`src/rtl/sr_ctrl_pkg.sv`:
```
// Shared encodings for the SR flag arbiter:
// controller states and requester operation codes.
package sr_ctrl_pkg;

   typedef enum logic [1:0] {
      ST_IDLE  = 2'd0,
      ST_DRIVE = 2'd1,
      ST_GUARD = 2'd2
   } state_t;

   localparam logic OP_SET = 1'b1;
   localparam logic OP_CLR = 1'b0;

endpackage

```
`src/rtl/rr_arbiter.sv`:
```
// Combinational round-robin pick: first active request
// at or after ptr, one-hot result plus valid.
module rr_arbiter #(
   parameter int N = 4,
   localparam int PW = (N > 1) ? $clog2(N) : 1
) (
   input  logic [N-1:0]  req,
   input  logic [PW-1:0] ptr,
   input  logic          en,
   output logic [N-1:0]  gnt,
   output logic          valid
);

   logic [PW-1:0] k;
   logic          found;

   always_comb begin
      gnt   = '0;
      found = 1'b0;
      k     = '0;
      for (int i = 0; i < N; i++) begin
         k = PW'((int'(ptr) + i) % N);
         if (en && !found && req[k]) begin
            gnt[k] = 1'b1;
            found  = 1'b1;
         end
      end
   end

   assign valid = found;

endmodule

```
`src/rtl/sr_flag_arbiter.sv`:
```
// Round-robin controller driving a bank of gated SR flops,
// one pulsed strobe at a time, with a shadow of the bank.
module sr_flag_arbiter
   import sr_ctrl_pkg::*;
#(
   parameter int NREQ  = 4,
   parameter int NFLAG = 8,
   parameter int PULSE = 2,
   localparam int IDXW = $clog2(NFLAG)
) (
   input  logic                 clk,
   input  logic                 rst_n,
   input  logic [NREQ-1:0]      req,
   input  logic [NREQ-1:0]      req_op,
   input  logic [NREQ*IDXW-1:0] req_idx,
   output logic [NREQ-1:0]      gnt,
   output logic                 busy,
   output logic [NFLAG-1:0]     s_out,
   output logic [NFLAG-1:0]     r_out,
   output logic [NFLAG-1:0]     flag_q,
   output logic                 err
);

   localparam int PW = (NREQ > 1) ? $clog2(NREQ) : 1;
   localparam int CW = (PULSE > 1) ? $clog2(PULSE) : 1;

   state_t          state;
   logic [PW-1:0]   rr;
   logic [PW-1:0]   rr_nxt;
   logic [CW-1:0]   cnt;
   logic            op_q;
   logic [IDXW-1:0] idx_q;

   logic [NREQ-1:0]  win_oh;
   logic             win_vld;
   logic [PW-1:0]    win_id;
   logic             win_op;
   logic [IDXW-1:0]  win_fi;
   logic [NFLAG-1:0] win_dec;
   logic [NFLAG-1:0] cur_dec;
   logic             win_oor;
   logic             win_hit;
   logic             win_eff;

   rr_arbiter #(.N(NREQ)) u_arb (
      .req   (req),
      .ptr   (rr),
      .en    (state == ST_IDLE),
      .gnt   (win_oh),
      .valid (win_vld)
   );

   always_comb begin
      win_id = '0;
      win_op = 1'b0;
      win_fi = '0;
      for (int i = 0; i < NREQ; i++) begin
         if (win_oh[i]) begin
            win_id = PW'(i);
            win_op = req_op[i];
            win_fi = req_idx[i*IDXW +: IDXW];
         end
      end
   end

   // Out-of-range indices shift the one-hot out entirely.
   assign win_dec = NFLAG'(1) << win_fi;
   assign cur_dec = NFLAG'(1) << idx_q;
   assign win_oor = int'(win_fi) >= NFLAG;
   assign win_hit = |(flag_q & win_dec);
   assign win_eff = win_hit != (win_op == OP_SET);
   assign rr_nxt  = (win_id == PW'(NREQ - 1)) ? '0 : win_id + 1'b1;
   assign busy    = (state != ST_IDLE);

   always_ff @(posedge clk or negedge rst_n) begin
      if (!rst_n) begin
         state  <= ST_IDLE;
         rr     <= '0;
         cnt    <= '0;
         op_q   <= OP_CLR;
         idx_q  <= '0;
         gnt    <= '0;
         err    <= 1'b0;
         s_out  <= '0;
         r_out  <= '0;
         flag_q <= '0;
      end else begin
         gnt <= '0;
         err <= 1'b0;
         unique case (state)
            ST_IDLE: begin
               if (win_vld) begin
                  gnt   <= win_oh;
                  err   <= win_oor;
                  rr    <= rr_nxt;
                  op_q  <= win_op;
                  idx_q <= win_fi;
                  if (!win_oor && win_eff) begin
                     state <= ST_DRIVE;
                     cnt   <= CW'(PULSE - 1);
                     if (win_op == OP_SET) s_out <= win_dec;
                     else                  r_out <= win_dec;
                  end
               end
            end
            ST_DRIVE: begin
               if (cnt == '0) begin
                  flag_q <= (op_q == OP_SET) ? (flag_q | cur_dec)
                                             : (flag_q & ~cur_dec);
                  s_out  <= '0;
                  r_out  <= '0;
                  state  <= ST_GUARD;
               end else begin
                  cnt <= cnt - 1'b1;
               end
            end
            ST_GUARD: state <= ST_IDLE;
            default:  state <= ST_IDLE;
         endcase
      end
   end

endmodule
```
`config.mk`:
```
export PLATFORM = sky130hd
export DESIGN_NAME = sr_flag_arbiter
export DESIGN_NICKNAME = d
export VERILOG_FILES = /design/src/rtl/sr_ctrl_pkg.sv /design/src/rtl/rr_arbiter.sv /design/src/rtl/sr_flag_arbiter.sv
export SDC_FILE = /design/constraint.sdc
export NUM_CORES = 1
export LEC_CHECK = 0
export CAP_MARGIN = 20
export CORE_MARGIN = 4
export CORE_UTILIZATION = 54
export CTS_CLUSTER_SIZE = 25
export DETAILED_ROUTE_END_ITERATION = 12
export PLACE_DENSITY = 0.85
export SYNTH_ARGS = -nofsm -noshare
export SYNTH_HDL_FRONTEND = slang
export SYNTH_SLANG_ARGS = --single-unit
```
`constraint.sdc`:
```
create_clock -name clk -period 11.2 [get_ports clk]
set_clock_uncertainty 0.05 [all_clocks]
set_input_delay 2.24 -clock clk [delete_from_list [all_inputs] [get_ports clk]]
set_output_delay 2.24 -clock clk [all_outputs]
set_load 0.1 [all_outputs]
```
[Yosys cells after proc, flatten, opt, wreduce, memory -nomap -nowiden]
Cells that the tools add are included.
Word-level totals
  bits in registers: 37
  input bits: 22
Cells by class
  add/sub/neg operators: 5
  order comparisons: 8
  equality and inequality tests: 8
  shift-type cells: 2
  mux-type cells: 56
  bitwise logic cells: 8
  reductions and logical operators: 24
Operators by type and width (number)
  $mux 8: 8
  $pmux 8 s2: 2
  $mux 4: 6
  $mux 1: 20
  $and 8x8->8: 2
  $shl 1x3->8 const A: 2
  $lt 2x3->1 const B: 4
  $mux 2: 6
  $mux 3: 4
  $or 4x4->4: 3
  $logic_and 1x1->1: 11
  $ne 2x2->1 const B: 5
  $reduce_and 5->1: 2
  $bmux 1 s2: 4
  $demux 1 s2: 4
  $ge 2x1->1 const B: 4
  $not 8->8: 1
  $or 8x8->8: 1
  $reduce_or 8->1: 1
  $reduce_and 3->1: 2
  $add 2x1->2 const B: 2
  $add 2x2->2 const B: 2
  $pmux 2 s2: 1
  $reduce_and 2->1: 2
  9 further kinds: 12

[Longest topological paths before layout]
  depth in word-level cells: 27
  gate-level depth with buffers: 17
  mapped depth without buffers: 13

[Cells and area by module]
Synthesis repeated with hierarchy kept, for this count alone.
Unflattened totals
  cell total of the unflattened synthesis: 217
  area total of the unflattened synthesis: 2193.4 um^2
Modules (own cells, without submodules)
  sr_flag_arbiter: times used 1, cells an instance 172, area an instance 1803.0 um^2, seq. area each 925.9 um^2
  rr_arbiter: times used 1, cells an instance 45, area an instance 390.4 um^2, seq. area each 0.0 um^2

[Least setup slack after synthesis]
Ideal clock, no wire load.
  path kind: in2reg
  start point: input port req[3]
  end point: register s_out[1]
  library setup time: 0.126 ns
  arrival time: 5.322 ns
  path slack: 5.702 ns
  stages on the path: 12
  path through: mux4_2 > or3_1 > a21o_1 > and2_4 > buf_6 > o211a_1 > o31ai_4 > a211oi_1 > o211a_1 > or3_1 > buf_6 > mux2_4
Between the ends
  word-level cells in the longest chain between the ends: 26
RTL lines
  start: declaration: RTL line sr_flag_arbiter.sv:13  | input logic [NREQ-1:0] req,
  $bmux 1 s2: RTL line rr_arbiter.sv:23  | if (en && !found && req[k]) begin
  $mux 1 (not written as such): RTL line rr_arbiter.sv:23
  $logic_and 1x1->1: RTL line rr_arbiter.sv:23
  $mux 1: RTL line rr_arbiter.sv:23
  $logic_not 1->1: RTL line rr_arbiter.sv:23
  $logic_and 1x1->1 (2 in series): RTL line rr_arbiter.sv:23
  $mux 1: RTL line rr_arbiter.sv:23
  $logic_not 1->1: RTL line rr_arbiter.sv:23
  [6 not listed]
  $mux 4: RTL line rr_arbiter.sv:23
  $mux 3 (4 in series): RTL line sr_flag_arbiter.sv:58  | if (win_oh[i]) begin
  $shl 1x3->8: RTL line sr_flag_arbiter.sv:67  | assign win_dec = NFLAG'(1) << win_fi;
  $and 8x8->8: RTL line sr_flag_arbiter.sv:70  | assign win_hit = |(flag_q & win_dec);
  $reduce_or 8->1: RTL line sr_flag_arbiter.sv:70
  $ne 1x1->1: RTL line sr_flag_arbiter.sv:71  | assign win_eff = win_hit != (win_op == OP_SET);
  $ne 2x2->1 (no source line)
  $reduce_and 5->1 (no source line)
  end signal: assignment: RTL line sr_flag_arbiter.sv:101  | if (win_op == OP_SET) s_out <= win_dec;
  end: declaration: RTL line sr_flag_arbiter.sv:18  | output logic [NFLAG-1:0] s_out,
Parallel ways exist; a longest one is shown, timed or not. The select of a mux whose other input is x is not followed.
A chain may end at the register's enable or synchronous reset.

[Worst setup path after layout]
  start point: input port req[2]
  end point: register s_out[2]
The elaborated chain is that of the path after synthesis.

==> run_results.csv <==
group,metric,value,unit
floorplanning,pin_count,52,
finish,area_delta_synth_final,26.9,%
logic_synthesis,avgSynthCellArea,10.8,sq um
routing,viasPerCell,5.81,
timing,slew_violations,0,
logic_synthesis,synth_edf_count,0,
logic_synthesis,syn-cell-area,2280,sq um
routing,route.detailed.drc,0,
place,dp_slack,4.94,ns
timing,hold_viol,0,
global_routing,grt_usage,0.220,
routing,vias,1824,
logic_synthesis,ys_async_sr_fraction,1.00,
finish,diodes,0,
clock_network,clock_path_buffers,2,
worst_setup_path,start_kind,"primary input",
finish,drive_gt1_frac,0.174,
clock_network,cts_sinks,37,
clock_network,cts.repair.resized,0,
worst_setup_path,path_delay_family,"compound AO/OA/AOI/OAI gates",
timing,slew_headroom,0.346,
timing,finalSetupTns,0,ns
worst_setup_path,crit_arrival,6.11,ns
floorplanning,core,4060,sq um
finish,layout_common_cells,"clkdlybuf4s50_1, dfrtp_1, nand2_1",
place,dp.final_hpwl,3990,um
worst_setup_path,path_cells,"clkdlybuf4s50_1 -> mux4_2 -> or3_1 -> a21o_1 -> and2_4 -> o211a_1 -> o31ai_4 -> a211oi_1 -> o211a_1 -> or3_1 -> mux2_4",
global_routing,antenna_found_initial,0,
logic_synthesis,netlist_instances,211,
worst_setup_path,critical_path_class,"primary input to flop",
timing,min_period_over_period,0.534,
run,cap_violations,0,
min_path,min_path_type,"flop to flop",
timing,setup_viol,0,
clock_network,cts_made_buffers,5,
timing,tightest_slew,0.979,ns
routing,drt_iter0_markers,114,
global_routing,grt_pass1_wl,8980,um
floorplanning,die_w,73.0,um
clock_network,cts_tree,"done",
logic_synthesis,ys_seq_area_frac,0.406,
finish,final_common_cell,"clkdlybuf4s50_1",
finish,nets,293,
status,status,"complete, no violations",
worst_setup_path,critPathBufInv,1,
global_routing,grt_max_degree,38,
routing,wl_per_cell,17.0,um
logic_synthesis,syn_nets,241,
global_routing,grt_pass1_vias,1750,
logic_synthesis,synth.distinct_cells,52,
routing,first_pass_iters,4,
clock_network,post_cts_buffers,0,
timing,max_freq,167,MHz
logic_synthesis,ys_warn_count,0,
worst_setup_path,endpoint_kind,"flop",
timing,fin_crit,5.98,ns
floorplanning,die_area,5330,sq um
floorplanning,die_y,73.0,um
timing,worst_slack,5.22,ns
routing,ant_nets,0,
worst_setup_path,critPathMaxStageDelay,0.59,ns
clock_network,cts-root-buf,"clkbuf_8",
logic_synthesis,synth-seq-cells,37,
worst_setup_path,cp_data_required_time,11.32,ns
clock_network,holdBufCountCts,0,
logic_synthesis,ys.flop_type,"dfrtp_1",
timing,rsz0062_at_grt,"false",
worst_setup_path,slowest_stage,"mux4_2",
place,portBuffers,50,
clock_network,clkTransAtPathRegs,0.08,ns
place,gp_congestion,0.975,
floorplanning,initial_utilization,0.562,
routing,routed_wirelength,5320,um
clock_network,clk_latency,0.28,ns
floorplanning,row_count,23,
worst_setup_path,crit_path_max_fanout,10,
global_routing,grt.overflow.total,0,
clock_network,cts-htree-levels,2,
## path summary, 6_finish.rpt
path	cells past startpoint	slack, ns	startpoint	endpoint
max reg2reg	12	6.56	rr[0]$_DFFE_PN0P_	s_out[2]$_DFFE_PN0P_
min reg2reg	1	0.46	s_out[7]$_DFFE_PN0P_	s_out[7]$_DFFE_PN0P_
max in group asynchronous	2	8.45	rst_n	idx_q[2]$_DFFE_PN0P_
max	11	5.22	req[2]	s_out[2]$_DFFE_PN0P_
min in group asynchronous	2	2.31	rst_n	s_out[6]$_DFFE_PN0P_
min	1	0.46	s_out[7]$_DFFE_PN0P_	s_out[7]$_DFFE_PN0P_
## routing by layer
layer,vias up,part of all wire,GRT usage
met3,6,0.076,0.0592
met4,0,0.010,0.0533
met2,87,0.47,0.345
met5,-,0,0
met1,872,0.45,0.303
li1,859,-,-
## metrics by stage
step | area (sq um) | cells | util | hold slack [ns]
detailed placement | 2800 | 306 | 0.690 | 0.442
finish | 2900 | 314 | 0.714 | 0.461
global route | 2900 | 314 | 0.714 | 0.472
global placement | 2800 | 306 | 0.690 | 0.441
CTS | 2900 | 314 | 0.714 | 0.464
floorplan | 2280 | 211 | - | 0.414
## worst register-to-register path, stage by stage, from the launching register on
cell and delay (ns):
dfrtp_1 0.58, inv_1 0.17, ha_1 0.37, mux4_2 0.60
or3_1 0.36, a21o_1 0.19, and2_4 0.16, o211a_1 0.24
o31ai_4 0.43, a211oi_1 0.15, o211a_1 0.26, or3_1 0.58
mux2_4 0.39
## synthesized netlist by cell type (2+ instances only)
library cell,count,area [sq um]
a211oi_1,3,22.5
a21boi_0,3,22.5
a21o_1,5,37.5
a21oi_1,8,40.0
and2_1,2,12.5
and2_4,2,17.5
buf_6,4,45.0
clkbuf_1,2,7.51
dfrtp_1,37,926
ha_1,8,100
inv_1,12,45.0
mux2_2,8,90.1
mux2_4,14,210
mux4_2,4,90.1
nand2_1,26,97.6
nand2b_1,2,12.5
nand3_1,5,25.0
nand3b_1,5,37.5
nor2_1,14,52.6
nor2b_1,2,12.5
nor3_1,4,20.0
o211a_1,3,30.0
o21ai_1,4,20.0
o31a_1,2,17.5
o31ai_1,2,15.0
or2_2,3,18.8
or3_1,2,12.5
## cell type report
| class | instances | area, sq um |
|---|---|---|
| multi-input cells | 155 | 1250 |
| fillers | 295 | 1160 |
| repair buffers | 52 | 515 |
| inverters | 12 | 45.0 |
| flip-flops and latches | 37 | 926 |
| well taps | 50 | 62.6 |
| clock inverters | 2 | 13.8 |
| clock buffers | 6 | 82.6 |
## kinds of logic after synthesis
group / Yosys count / synth area share
fa+ha+maj: 8 / 0.0439
compound gates: 48 / 0.177
flops: 37 / 0.406
buf+inv: 19 / 0.0461
mux: 26 / 0.171
other cells: 1 / 0.00164
simple gates: 72 / 0.155
Power is not shown: default switching activity piles up to over one toggle a cycle in this logic, so the estimate is an artifact.
